===== config.mk =====
export PLATFORM = sky130hd
export DESIGN_NAME = decoder_scan_sequencer
export DESIGN_NICKNAME = d
export VERILOG_FILES = /design/src/rtl/decoder_seq_pkg.sv /design/src/rtl/decoder_scan_sequencer_dwell_counter.sv /design/src/rtl/decoder_scan_sequencer.sv
export SDC_FILE = /design/constraint.sdc
export NUM_CORES = 1
export LEC_CHECK = 0
export ABC_CLOCK_PERIOD_IN_PS = 1420
export CORE_AREA = 4 4 41 43
export CTS_CLUSTER_DIAMETER = 50
export CTS_CLUSTER_SIZE = 28
export DETAILED_ROUTE_END_ITERATION = 6
export DIE_AREA = 0 0 45 47
export GPL_TIMING_DRIVEN = 0
export PLACE_DENSITY_LB_ADDON = 0.12
export SLEW_MARGIN = 20
export SYNTH_ARGS = -nofsm -noshare
export SYNTH_HDL_FRONTEND = slang
export SYNTH_SLANG_ARGS = --single-unit

===== constraint.sdc =====
create_clock -name clk -period 1.42 [get_ports clk]
set_clock_uncertainty 0.1 [all_clocks]
set_input_delay 0.426 -clock clk [delete_from_list [all_inputs] [get_ports clk]]
set_output_delay 0.426 -clock clk [all_outputs]
set_load 0.005 [all_outputs]

===== src/rtl/decoder_seq_pkg.sv =====
// Shared definitions for the decoder scan sequencer: state encoding and a
// constant-friendly ceiling-log2 used to size select and dwell counters.
package decoder_seq_pkg;

    typedef enum logic {
        ST_IDLE = 1'b0,
        ST_SCAN = 1'b1
    } seq_state_t;

    // Never returns less than 1 so a one-bit counter still exists for tiny ranges.
    function automatic int clog2(input int value);
        int r;
        r = 0;
        while ((1 << r) < value) r++;
        if (r < 1) r = 1;
        return r;
    endfunction

endpackage


===== src/rtl/decoder_scan_sequencer_dwell_counter.sv =====
// Counts cycles spent at one select value; done pulses for the single cycle
// in which the count sits at TERMINAL-1 while running.
module dwell_counter #(
    parameter int WIDTH    = 2,
    parameter int TERMINAL = 4
) (
    input  logic clk,
    input  logic reset,
    input  logic clear,
    input  logic run,
    output logic done
);

    localparam logic [WIDTH-1:0] LAST = WIDTH'(TERMINAL - 1);

    logic [WIDTH-1:0] count;

    assign done = run && !clear && (count == LAST);

    always_ff @(posedge clk) begin
        if (reset || clear) begin
            count <= '0;
        end else if (run) begin
            count <= done ? '0 : count + 1'b1;
        end
    end

endmodule


===== src/rtl/decoder_scan_sequencer.sv =====
// Drives enable/select for an N-output decoder, stepping the select either on a
// timed dwell or on manual step pulses. Optional one-shot scan: SEQ_ONESHOT_EN.
module decoder_scan_sequencer
    import decoder_seq_pkg::*;
#(
    parameter int NUM_OUTPUTS  = 2,
    parameter int DWELL_CYCLES = 4,
    localparam int SEL_WIDTH   = clog2(NUM_OUTPUTS)
) (
    input  logic                 clk,
    input  logic                 reset,
    input  logic                 start,
    input  logic                 stop,
    input  logic                 auto,
    input  logic                 step,
`ifdef SEQ_ONESHOT_EN
    input  logic                 one_shot,
`endif
    output logic                 enable,
    output logic [SEL_WIDTH-1:0] in,
    output logic                 busy,
    output logic                 wrap
);

    localparam int DWELL_WIDTH = clog2(DWELL_CYCLES);
    localparam logic [SEL_WIDTH-1:0] LAST_SEL = SEL_WIDTH'(NUM_OUTPUTS - 1);

    seq_state_t state;
    logic       dwell_clear;
    logic       dwell_done;
    logic       advance;
    logic       finish_at_last;

    // The counter only runs while scanning in auto mode; anything else parks it
    // at zero so re-entering auto mode starts a fresh dwell.
    assign dwell_clear = (state != ST_SCAN) || stop || !auto;
    assign advance     = auto ? dwell_done : step;

    dwell_counter #(
        .WIDTH    (DWELL_WIDTH),
        .TERMINAL (DWELL_CYCLES)
    ) u_dwell (
        .clk   (clk),
        .reset (reset),
        .clear (dwell_clear),
        .run   (auto),
        .done  (dwell_done)
    );

`ifdef SEQ_ONESHOT_EN
    logic one_shot_q;

    always_ff @(posedge clk) begin
        if (reset) begin
            one_shot_q <= 1'b0;
        end else if (state == ST_IDLE && start && !stop) begin
            one_shot_q <= one_shot;
        end
    end

    assign finish_at_last = one_shot_q;
`else
    assign finish_at_last = 1'b0;
`endif

    always_ff @(posedge clk) begin
        if (reset) begin
            state  <= ST_IDLE;
            enable <= 1'b0;
            in     <= '0;
            busy   <= 1'b0;
            wrap   <= 1'b0;
        end else begin
            wrap <= 1'b0;
            case (state)
                ST_IDLE: begin
                    if (start && !stop) begin
                        state  <= ST_SCAN;
                        enable <= 1'b1;
                        in     <= '0;
                        busy   <= 1'b1;
                    end
                end
                ST_SCAN: begin
                    if (stop) begin
                        state  <= ST_IDLE;
                        enable <= 1'b0;
                        in     <= '0;
                        busy   <= 1'b0;
                    end else if (advance) begin
                        if (in == LAST_SEL) begin
                            // Explicit reload keeps non-power-of-2 ranges in bounds.
                            in   <= '0;
                            wrap <= 1'b1;
                            if (finish_at_last) begin
                                state  <= ST_IDLE;
                                enable <= 1'b0;
                                busy   <= 1'b0;
                            end
                        end else begin
                            in <= in + 1'b1;
                        end
                    end
                end
            endcase
        end
    end

endmodule


# Word-level counts from Yosys, hierarchy flattened
# Cells that the tools add are included.
[totals]
reg_bits = 6
in_bits = 6
word_cells = 39
[op_classes]
addsub = 2
eq_ne = 4
muxes = 14
bitwise = 2
n_reduce_logical = 12
[op_table]
columns = ["op", "n"]
rows = [
  ["2-to-1 mux 1 bit", 10],
  ["case mux 1 bit (2 select lines)", 3],
  ["AND reduction 2 bit", 2],
  ["OR reduction 4 bit", 1],
  ["logical AND 1 bit", 3],
  ["zero test 1 bit", 3],
  ["logical OR 1 bit", 3],
  ["!= test 3 x 2 -> 1 bit, second input constant", 1],
  ["adder 2 x 1 -> 2 bit, second input constant", 1],
  ["== test 2 bit, second input constant", 1],
  ["2-to-1 mux 2 bit", 1],
  ["!= test 2 x 1 -> 1 bit, second input constant", 1],
  ["!= test 2 bit, second input constant", 1],
  ["inverter 1 bit", 2],
  ["adder 1 bit, second input constant", 1],
]

# Longest topological paths before layout
[depth]
ltp_word = 10
mapped_depth = 4
mapped_depth_nobuf = 4

# Cells and area by module
# From an unflattened synthesis, not the netlist that was laid out.
[unflattened]
hier_cells = 29
area_unflattened_um2 = 306.5
[modules_own_cells]
columns = ["mod", "n_inst", "cells_per_inst", "area_each_um2", "seq_area_each_um2"]
rows = [
  ["decoder_scan_sequencer", 1, 20, 202.7, 80.1],
  ["dwell_counter", 1, 9, 103.8, 40.0],
]

# Least setup slack after synthesis
# Ideal clock, no wire load.
[synth_timing]
path_type = "register to register"
from = "register u_dwell.count[0]"
to = "register in"
setup_ps = 122
t_arrival_ps = 1055
t_required_ps = 1198
setup_slack_ps = 143
stages_incl_launch_ff = 5
n_path_buf = 0
cell_sequence = "dfxtp_1 -> ha_1 -> mux2i_1 -> nor4b_1 -> a311o_1"
[synth_between]
elab_chain_cells = 5
[synth_rtl]
columns = ["item", "line", "text"]
rows = [
  ["start: declaration", "decoder_scan_sequencer_dwell_counter.sv:16", "logic [WIDTH-1:0] count;"],
  ["start signal: assignment", "decoder_scan_sequencer_dwell_counter.sv:24", "count <= done ? '0 : count + 1'b1;"],
  ["== test 2 bit", "decoder_scan_sequencer_dwell_counter.sv:18", "assign done = run && !clear && (count == LAST);"],
  ["logical AND 1 bit", "decoder_scan_sequencer_dwell_counter.sv:18", ""],
  ["2-to-1 mux 1 bit", "decoder_scan_sequencer.sv:37", "assign advance = auto ? dwell_done : step;"],
  ["!= test 3 x 2 -> 1 bit (no line)", "-", ""],
  ["AND reduction 2 bit (no line)", "-", ""],
  ["end signal: assignment", "decoder_scan_sequencer.sv:101", "in <= in + 1'b1;"],
  ["end: declaration", "decoder_scan_sequencer.sv:20", "output logic [SEL_WIDTH-1:0] in,"],
]
# No other way between the ends.
# A chain may end at the register's enable or synchronous reset.

# Final worst setup path
[layout_timing]
from = "input start"
to = "register in"
[layout_between]
elab_chain_cells = 3
[layout_rtl]
columns = ["item", "line", "text"]
rows = [
  ["start: declaration", "decoder_scan_sequencer.sv:12", "input logic start,"],
  ["logical AND 1 bit", "decoder_scan_sequencer.sv:77", "if (start && !stop) begin"],
  ["!= test 2 x 1 -> 1 bit (no line)", "-", ""],
  ["AND reduction 2 bit (no line)", "-", ""],
]
# No other way between the ends.

==> flow_summary.json <==
{
  "status": "completed",
  "slew_violations": 0,
  "num_vias": 243,
  "critPathCaptureType": "register",
  "hold_start": "u_dwell.count[0]",
  "wl_per_cell_um": 10.9,
  "hold_class": "register to register",
  "cts-root-buf": "clkbuf_4",
  "fmax_ghz": 0.723,
  "drc_errors": 0,
  "hpwlAfterDp_um": 437,
  "cts_buffers": 3,
  "ir_drop_mv": 0.690,
  "dieHeight_um": 47,
  "core_um2": 1300,
  "clk_latency_ps": 240,
  "final_core_util_pct": 32.5,
  "grt_pass1_wl_um": 869,
  "cp_max_fo": 2,
  "cts_tree": "yes",
  "antenna_found_initial": 0,
  "place_congestion": 0.692,
  "worstPathArrival_ps": 1410,
  "drive_gt1_share_pct": 36.6,
  "nNetsFinal": 50,
  "p_leak_nw": 0.206,
  "hold_viol_final": 0,
  "rr_endpoint": "in",
  "overflow": 0,
  "reg2reg_depth": 4,
  "synth_area_leaders": "dfxtp_1, nor4b_1, nor2_1",
  "cp-endpoint": "in",
  "total_power_mw": 0.377,
  "cts.sinks": 6,
  "port_buffers": 9,
  "num_rows": 13,
  "relSlewSlack_pct": 80.5,
  "ys_ff_latch": 6,
  "h-tree-depth": 1,
  "instances_no_fill": 56,
  "critPathRequiredTime_ps": 1440,
  "r2r_start": "u_dwell.count[0]",
  "netlist_area_um2": 251,
  "dpl_cell_area_um2": 360,
  "yosysSeqAreaShare_pct": 47.8,
  "yosys.area.top_type_share_pct": 47.8,
  "synth_cell_type_count": 14,
  "tightest_slew_ps": 292,
  "start_kind": "input pin",
  "final_cell_area_um2": 423,
  "syn_inst": 26,
  "n_fill_cell": 147,
  "postCtsHoldBufs": 0,
  "post-route-period-util_pct": 97.4,
  "ios": 10,
  "yosysTopAreaCell": "dfxtp_1",
  "detail-route-antenna-nets": 0,
  "avgSynthCellArea_um2": 9.67,
  "die_w_um": 45,
  "num_antenna_cells": 0,
  "dr.pass1.iters": 2,
  "clkTransAtPathRegs_ps": 40,
  "crit_type": "input pin to register",
  "max-clock-path-buffers": 2,
  "setup_violations": 0,
  "rrSetupSlack_ps": 80,
  "synth_warnings": 0,
  "crit_start": "start",
  "area_delta_synth_final_pct": 68.2,
  "power_density_nw_per_um2": 891,
  "initialDrtViolationCount": 4,
  "maxCapViolCount": 0,
  "grt_max_degree": 6,
  "dieArea_um2": 2120,
  "grt_pass1_vias": 214,
  "start_util_pct": 19.3,
  "drt-total-wl_um": 608,
  "holdWs_ps": 345,
  "dpl.cell_count": 50,
  "viasPerCell": 4.34,
  "grt_usage_pct": 6.35,
  "synth_nets": 33,
  "period_minus_slack_ps": 1380
}
critical path: stages:
cell	delay, ps
clkdlybuf4s50_1	480
nor2b_2	170
nor4b_1	60
a311o_1	270
synth_stat cells:
library cell  instances
nor3b_2               1
a22oi_1               1
dfxtp_1               6
ha_1                  1
nor2b_1               1
nor3_1                2
mux2i_1               1
a311o_1               1
and3_2                1
nor2_1                4
nand2_1               3
inv_1                 1
buf_4                 1
nor4b_1               2
how the worst min path moves through the flow:
stage,cells after the start,to,slack (ps)
5_1_grt,1,u_dwell.count[0],350
4_1_cts,1,u_dwell.count[0],350
2_1_floorplan,1,u_dwell.count[0],300
3_3_place_gp,1,u_dwell.count[0],310
3_5_place_dp,1,u_dwell.count[0],340
6_report,1,u_dwell.count[0],350
registers in the layout (all words and copies together), names as in the netlist:
name	count
wrap	1
u_dwell.count	2
state	1
in	1
busy	1
metrics by stage:
step | setup TNS [ps] | setup WS, ps
finish | 0 | 36.3
detailed placement | -1260 | -470
global route | -4.30 | -4.30
global placement | -1040 | -433
CTS | 0 | 7.26
floorplan | 0 | 143
cell families after synthesis:
group                    count (synthesis)  share of synthesized area, %
AND/OR/NAND/NOR                         14                          31.8
flip-flops                               6                          47.8
AO/OA/AOI/OAI                            2                          6.97
buffers and inverters                    2                          4.48
multiplexers                             1                          3.98
adder cells (fa/ha/maj)                  1                          4.97
cell type report:
class                      count  area (um^2)  area share, %
multi-input combinational     18          139           32.8
sequential                     6          123           29.0
timing repair buffer          12          109           25.7
clock buffer                   3         22.5           5.33
tap                           15         18.8           4.44
buffer                         1         7.51           1.78
inverter                       1         3.75          0.888
per-layer routing:
metal / GRT usage, % / part of all wire, % / up-vias
met3: 6.90 / 12 / 2
met1: 6.22 / 36 / 109
met4: 1.75 / 0.99 / 0
met2: 9.04 / 52 / 10
met5: 0 / 0 / -
li1: - / - / 122
placed cells by master, fill, tap and decap left out:
master / n
and3_2: 1
nor2b_2: 1
dfxtp_2: 2
dfxtp_1: 4
nor3b_4: 1
inv_1: 1
a311o_1: 1
mux2i_2: 1
clkbuf_4: 3
nor4b_2: 1
nor3_1: 2
nand2_1: 3
nor4b_1: 1
dlymetal6s2s_1: 2
buf_4: 5
clkdlybuf4s50_1: 1
dlygate4sd2_1: 5
nor2_1: 4
a22oi_1: 1
ha_1: 1
report_power, final:
part           leakage [nW]  switching (mW)  internal (mW)
Clock                0.0138          0.0547         0.0951
Combinational         0.142          0.0191         0.0305
Sequential           0.0496         0.00369          0.174
repair_timing:
action,in CTS,in global routing
resized for setup,10,5
pin swaps,1,1
setup endpoints to repair,6,3
gates cloned,0,0
buffers inserted,3,0
Note: power is estimated with default switching activity, not from simulation.
